## src/rtl/set_scan_ctrl_pkg.sv

```systemverilog
// set_scan_ctrl_pkg: shared constants and state encoding for the SET scan sequencer
package set_scan_ctrl_pkg;
  localparam int ROW_SZ   = 4;
  localparam int CNT_SZ   = 7;
  localparam int GRID_PTS = 64;
  localparam int PASS_PTS = 16;
  typedef enum logic [1:0] {ST_IDLE, ST_SCAN, ST_DRAIN, ST_DONE} state_t;
endpackage

```

## src/rtl/set_scan_ctrl_hit_pipe.sv

```systemverilog
// set_hit_pipe: LAT-deep shift register marking cycles whose hit_i belongs to the scan
module set_hit_pipe #(
  parameter int LAT = 2
) (
  input  logic clk_i,
  input  logic rst_i,
  input  logic flush_i,
  input  logic d_i,
  output logic q_o
);
  logic [LAT-1:0] sr;
  always_ff @(posedge clk_i or negedge rst_i)
    if (!rst_i) sr <= '0;
    else sr <= flush_i ? '0 : (sr << 1) | LAT'(d_i);
  assign q_o = sr[LAT-1];
endmodule

```

## src/rtl/set_scan_ctrl.sv

```systemverilog
// set_scan_ctrl: sequences an 8x8 grid scan in four two-row passes and counts membership hits
module set_scan_ctrl
  import set_scan_ctrl_pkg::*;
#(
  parameter int HIT_LAT = 2
) (
  input  logic              clk_i,
  input  logic              rst_i,
  input  logic              en_i,
  input  logic              abort_i,
  input  logic              hit_i,
  output logic              coord_en_o,
  output logic [ROW_SZ-1:0] start_row_o,
  output logic              busy_o,
  output logic              valid_o,
  output logic [CNT_SZ-1:0] count_o
);
  state_t            st;
  logic              run;
  logic [5:0]        p;
  logic [1:0]        dc;
  logic [CNT_SZ-1:0] acc, acc_nxt;
  logic              tag;
  logic              start;
  assign start = !abort_i && en_i && (st == ST_IDLE || st == ST_DONE);
  set_hit_pipe #(.LAT(HIT_LAT)) u_pipe (
    .clk_i  (clk_i),
    .rst_i  (rst_i),
    .flush_i(abort_i),
    .d_i    (st == ST_SCAN && run),
    .q_o    (tag)
  );
  always_comb acc_nxt = acc + CNT_SZ'(tag & hit_i);
  // run=0 marks the generator load cycle that precedes point 0
  always_ff @(posedge clk_i or negedge rst_i)
    if (!rst_i) begin
      st          <= ST_IDLE;
      run         <= 1'b0;
      p           <= '0;
      dc          <= '0;
      acc         <= '0;
      coord_en_o  <= 1'b0;
      start_row_o <= '0;
      busy_o      <= 1'b0;
      valid_o     <= 1'b0;
      count_o     <= '0;
    end else if (abort_i) begin
      st         <= ST_IDLE;
      run        <= 1'b0;
      acc        <= '0;
      coord_en_o <= 1'b0;
      busy_o     <= 1'b0;
      valid_o    <= 1'b0;
    end else if (start) begin
      st          <= ST_SCAN;
      run         <= 1'b0;
      p           <= '0;
      acc         <= '0;
      coord_en_o  <= 1'b1;
      start_row_o <= ROW_SZ'(1);
      busy_o      <= 1'b1;
      valid_o     <= 1'b0;
    end else begin
      acc        <= acc_nxt;
      coord_en_o <= 1'b0;
      valid_o    <= 1'b0;
      case (st)
        ST_SCAN:
          if (!run) run <= 1'b1;
          else begin
            p <= p + 6'd1;
            // reload lands alongside the 16th point of the current pass
            if (p[3:0] == 4'(PASS_PTS - 2) && p[5:4] != 2'd3) begin
              coord_en_o  <= 1'b1;
              start_row_o <= {1'b0, p[5:4] + 2'd1, 1'b1};
            end
            if (p == 6'(GRID_PTS - 1)) begin
              st <= ST_DRAIN;
              dc <= '0;
            end
          end
        ST_DRAIN: begin
          dc <= dc + 2'd1;
          if (dc == 2'(HIT_LAT - 1)) begin
            st      <= ST_DONE;
            busy_o  <= 1'b0;
            valid_o <= 1'b1;
            count_o <= acc_nxt;
          end
        end
        default: st <= ST_IDLE;
      endcase
    end
endmodule

```

## config.mk

```make
export PLATFORM = sky130hd
export DESIGN_NAME = set_scan_ctrl
export DESIGN_NICKNAME = d
export VERILOG_FILES = /design/src/rtl/set_scan_ctrl_pkg.sv /design/src/rtl/set_scan_ctrl_hit_pipe.sv /design/src/rtl/set_scan_ctrl.sv
export SDC_FILE = /design/constraint.sdc
export NUM_CORES = 1
export LEC_CHECK = 0
export CORE_ASPECT_RATIO = 0.75
export CORE_MARGIN = 4
export CORE_UTILIZATION = 45
export CTS_CLUSTER_DIAMETER = 30
export DETAILED_ROUTE_END_ITERATION = 12
export DONT_BUFFER_PORTS = 1
export PLACE_DENSITY = 0.7
export SETUP_SLACK_MARGIN = 0.05
export SYNTH_ARGS = -nofsm -noshare
export SYNTH_HDL_FRONTEND = slang
export SYNTH_SLANG_ARGS = --single-unit
```

## constraint.sdc

```tcl
create_clock -name clk_i -period 1.7 [get_ports clk_i]
set_input_delay 0.51 -clock clk_i [delete_from_list [all_inputs] [get_ports clk_i]]
set_output_delay 0.51 -clock clk_i [all_outputs]
set_load 0.01 [all_outputs]
```

### Yosys cells after proc, flatten, opt, wreduce, memory -nomap -nowiden

Index checks and enable logic that the tools add are counted.

* flip-flop bits (word level): 34
* input bits: 5
* output and inout bits: 14

* add/subtract/negate cells: 4
* equal/unequal tests: 12
* muxes and demuxes: 35
* bitwise gates (word level): 4
* reduce and logical (&&, ||, !) cells: 20

Operators with widths (number)
* 2-to-1 mux 6 bit: 3
* 2-to-1 mux 1 bit: 16
* 2-to-1 mux 2 bit: 8
* 2-to-1 mux 4 bit: 4
* 2-to-1 mux 7 bit: 2
* nonzero test 3 bit: 3
* inequality test 4 bit (second input constant): 2
* one-hot mux 2 bit (2 select lines): 2
* AND reduction 4 bit: 2
* nonzero test 2 bit: 4
* adder 7 x 1 -> 7 bit: 1
* adder 6 x 1 -> 6 bit (second input constant): 1
* equality test 6 bit (second input constant): 1
* AND reduction 3 bit: 2
* AND reduction 5 bit: 1
* adder 2 x 1 -> 2 bit (second input constant): 2
* equality test 2 x 1 -> 1 bit (second input constant): 2
* equality test 2 bit (second input constant): 2
* equality test 4 bit (second input constant): 1
* logical AND 1 bit: 4
* inequality test 2 bit (second input constant): 2
* inequality test 4 x 3 -> 1 bit (second input constant): 1
* logical NOT 2 bit: 1
* inequality test 2 x 1 -> 1 bit (second input constant): 1
* other kinds (6): 7

### Depth between registers and ports, before layout

* word-level depth: 7
* depth in mapped cells: 8
* gate-level depth less buffers: 7

### Hierarchy

Synthesis repeated with hierarchy kept, for this count alone.

* cell total of the unflattened synthesis: 145
* area, all modules: 1544.0 µm²

By module, submodules not included
* set_scan_ctrl: instances 1, cells each 141, area an instance 1481.4 µm², seq. area each 775.7 µm²
* set_hit_pipe: instances 1, cells each 4, area an instance 62.6 µm², seq. area each 50.0 µm²

### Worst setup path before layout

Ideal clock, no wire load.

* path kind: register to register
* start: reg st[0]
* end: reg count_o[0]
* setup time: 0.128 ns
* arrival: 1.562 ns
* data required time: 1.572 ns
* setup slack: 0.010 ns
* stages on the path, launching flop included: 7
* buffers on the path: 1
* cell sequence: dfrtp_1 -> inv_1 -> ha_1 -> a21o_1 -> buf_6 -> nor2_4 -> mux2_1

* cells in the longest elaborated chain, start to end: 5

RTL lines
* start, declared: RTL line set_scan_ctrl.sv:18 `state_t st;`
* start signal, assigned: RTL line set_scan_ctrl.sv:37 `st <= ST_IDLE;`
* start signal, assigned: RTL line set_scan_ctrl.sv:48 `st <= ST_IDLE;`
* start signal, assigned: RTL line set_scan_ctrl.sv:55 `st <= ST_SCAN;`
* equality test 2 bit or logical NOT 2 bit (tied branches): RTL line set_scan_ctrl.sv:25 `assign start = !abort_i && en_i && (st == ST_IDLE || st == ST_DONE);`
* logical OR 1 bit: RTL line set_scan_ctrl.sv:25
* logical AND 1 bit: RTL line set_scan_ctrl.sv:25
* inverter 1 bit (no line)
* AND reduction 4 bit (no line) *
* end signal, assigned: RTL line set_scan_ctrl.sv:88 `count_o <= acc_nxt;`
* end, declared: RTL line set_scan_ctrl.sv:16 `output logic [CNT_SZ-1:0] count_o`

Mark *: on every way between the ends. The rest lies on a longest branch, timed or not.
A chain may end at the register's enable or synchronous reset.

### Worst setup path after layout

* start: reg st[0]
* end: reg st[1]

* cells in the longest elaborated chain, start to end: 5

RTL lines (RTL line)
* equality test 2 bit or logical NOT 2 bit (tied branches): set_scan_ctrl.sv:25
* logical OR 1 bit: set_scan_ctrl.sv:25
* logical AND 1 bit: set_scan_ctrl.sv:25
* inequality test 4 bit (no line), or another cell as far along
* AND reduction 3 bit (no line) or 2-to-1 mux 2 bit (tied branches)

Parallel ways exist; a longest one is shown, timed or not.

==> results_dict.tcl <==
set metrics [dict create \
    synth_area_sq_um 1577 \
    report.final.hold_viol_count 0 \
    async_reset_ff_share_pct 100.0 \
    fp.dieW_microns 76.35 \
    insertion_delay_ns 0.28 \
    worstPathMaxFanout 3 \
    gr-total-overflow 0 \
    io_pins 19 \
    fin_crit_sh_pct 94.12 \
    drive_gt1_share_pct 20.75 \
    clock-sinks 33 \
    regToRegSetupSlack_ns 0.1 \
    placed_cell_area_sq_um 1644 \
    grt_pass1_vias 996 \
    worst-setup-path-type "flop to flop" \
    rsz0062_at_grt "yes" \
    antenna_found_initial 0 \
    clkTransAtPathRegs_ns 0.07 \
    ys_seq_area_share_pct 52.38 \
    reg2regPathDepth 6 \
    cts_made_buffers 5 \
    wl_per_cell_microns 14.48 \
    area_delta_synth_final_pct 18.25 \
    final-setup-viol-count 0 \
    required_ns 1.87 \
    cellLeakagePower_uw 0.0008519 \
    detail-route-antenna-nets 0 \
    synthTopCellsByCount "dfrtp_1, nor2_1, ha_1" \
    root_buffer "clkbuf_8" \
    core_sq_um 3333 \
    yosys-top-cells-area "dfrtp_1, ha_1, nor2_1, xor2_1, a21oi_1" \
    synth_top_area_share_pct 52.38 \
    die_height_microns 59.26 \
    syn_inst 145 \
    r2r_start "st[0]$_DFFE_PN0P_" \
    hold_class "input pin to async pin" \
    std_cell_rows 18 \
    drcViolationCount 0 \
    start_util_pct 47.30 \
    max_cap_violations 0 \
    synth-seq-cells 33 \
    critPathCaptureType "flop" \
    ir_drop_mv 0.7929 \
    drtIter0Drc 38 \
    status "complete, no violations" \
    grt_pass1_wl_microns 4774 \
    dieArea_sq_um 4524 \
    post-route-min-period_ns 1.600 \
    io_buffers 0 \
    finClkSkew_ns 0.004609 \
    r2r_end "st[1]$_DFFE_PN0P_" \
    synth.most_common_cell "dfrtp_1" \
    fin_nets 173 \
    avgSynthCellArea_sq_um 10.87 \
    antenna_cells 0 \
    viasPerCell 5.241 \
    whs_ns 0.04846 \
    synth_flop_cell "dfrtp_1" \
    dp_hpwl_microns 2058 \
    final_area_sq_um 1864 \
    worst_ep_arrival_time_ns 1.77 \
    ys_types 39 \
    synth_edf_count 0 \
    drtPass1Iterations 4 \
    synth.largest_area_cell "dfrtp_1" \
    final_core_util_pct 55.93 \
    maxSlewViolCount 0 \
    routabilityCongestion 0.8501 \
    cts_tree "done" \
    startpoint_type "flop" \
    htree_levels 2 \
    grt_start_max_net_pins 34 \
    pwr_density_cell_nw_per_um2 1416 \
    grtUsageTotal_pct 13.73 \
    via_count 1043 \
    syn-num-nets 160 \
    clock_path_buffers 2 \
    clock.fmax_mhz 625.0 \
    wl_microns 2882 \
    synth.yosys.warnings 0 \
]
[worst max path at each step]
stage	endpoint	slack, ns	start
after floorplan	count_o[0]$_DFFE_PN0P_	0.08	st[0]$_DFFE_PN0P_
after global placement	start_row_o[2]$_DFFE_PN0P_	0.05	st[1]$_DFFE_PN0P_
after detailed placement	start_row_o[2]$_DFFE_PN0P_	-0.05	st[1]$_DFFE_PN0P_
after CTS	start_row_o[1]$_DFFE_PN0P_	0.03	st[1]$_DFFE_PN0P_
after global routing	st[1]$_DFFE_PN0P_	0.004	p[0]$_DFFE_PN0P_
final	st[1]$_DFFE_PN0P_	0.1	st[0]$_DFFE_PN0P_
[layer usage]
| metal | wire (microns) | vias up | global-route usage, % |
|---|---|---|---|
| met5 | 0 | - | 0 |
| li1 | - | 511 | - |
| met3 | 114 | 7 | 5.471 |
| met1 | 1343 | 508 | 17.07 |
| met4 | 23 | 0 | 3.876 |
| met2 | 1400 | 17 | 22.53 |
[layout make-up]
type                            instances  area (sq um)
Sequential cell                        33         828.3
Inverter                                9         33.78
Timing Repair Buffer                   11         95.09
Fill cell                             289          1469
Multi-Input combinational cell         98         723.2
Tap cell                               40         50.05
Clock buffer                            5         68.82
Clock inverter                          3         65.06
[worst max-delay path, stage by stage (launching register included)]
cell and delay, ns:
dfrtp_2 0.41, buf_4 0.15, ha_1 0.18, nor2b_1 0.16, a31oi_4 0.20, a21oi_2 0.08
a2111oi_2 0.31
[sequential cells by signal, summed over array words and instances (netlist names)]
register,cells
acc,7
count_o,7
p,6
start_row_o,3
dc,2
st,2
u_pipe.sr,2
busy_o,1
coord_en_o,1
run,1
valid_o,1
[where the power goes]
group	internal (uW)	total [uW]	switching, uW	leakage [uW]
Clock	582	865	283	0.0000681
Sequential	919	1050	132	0.000438
Combinational	331	724	394	0.000346
[metrics by stage]
step                power (uW)   TNS, ns  worst slack [ns]  instances
floorplan                 1529         0           0.07981        145
global placement          1653         0           0.05194        186
detailed placement        1696  -0.05143          -0.05143        186
CTS                       2599         0           0.02726        197
global route              2798         0          0.004495        199
finish                    2639         0           0.09995        199
[cell usage in the layout (no fill, tap or decap), types with 2 or more instances in the layout]
master and count:
a21oi_1 8, ha_4 2, xnor2_1 4, nor2b_1 3, dfrtp_2 2, dfrtp_1 31
ha_1 7, inv_1 8, nand3_1 6, xor2_1 6, buf_4 10, nor2_1 23
bufinv_16 2, nand2_1 9, mux2_1 2, nand4_1 3, clkbuf_8 5
[what timing repair did]
action | in CTS | in global routing
endpoints found under the setup margin | 7 | 18
hold endpoints to repair | 33 | 0
pin swaps | 1 | 3
gates cloned | 0 | 0
resized for setup | 1 | 7
hold buffers | 1 | 0
setup buffers | 2 | 2
[cell families after synthesis]
logic type | count (synthesis) | synth area share [%]
AO/OA/AOI/OAI | 21 | 10.87
XOR/XNOR | 10 | 5.555
adder cells (fa/ha/maj) | 10 | 7.937
buffers and inverters | 14 | 4.682
flip-flops | 33 | 52.38
multiplexers | 2 | 1.428
other | 1 | 0.2379
AND/OR/NAND/NOR | 54 | 16.91
Note: power is estimated with default switching activity, not from simulation.
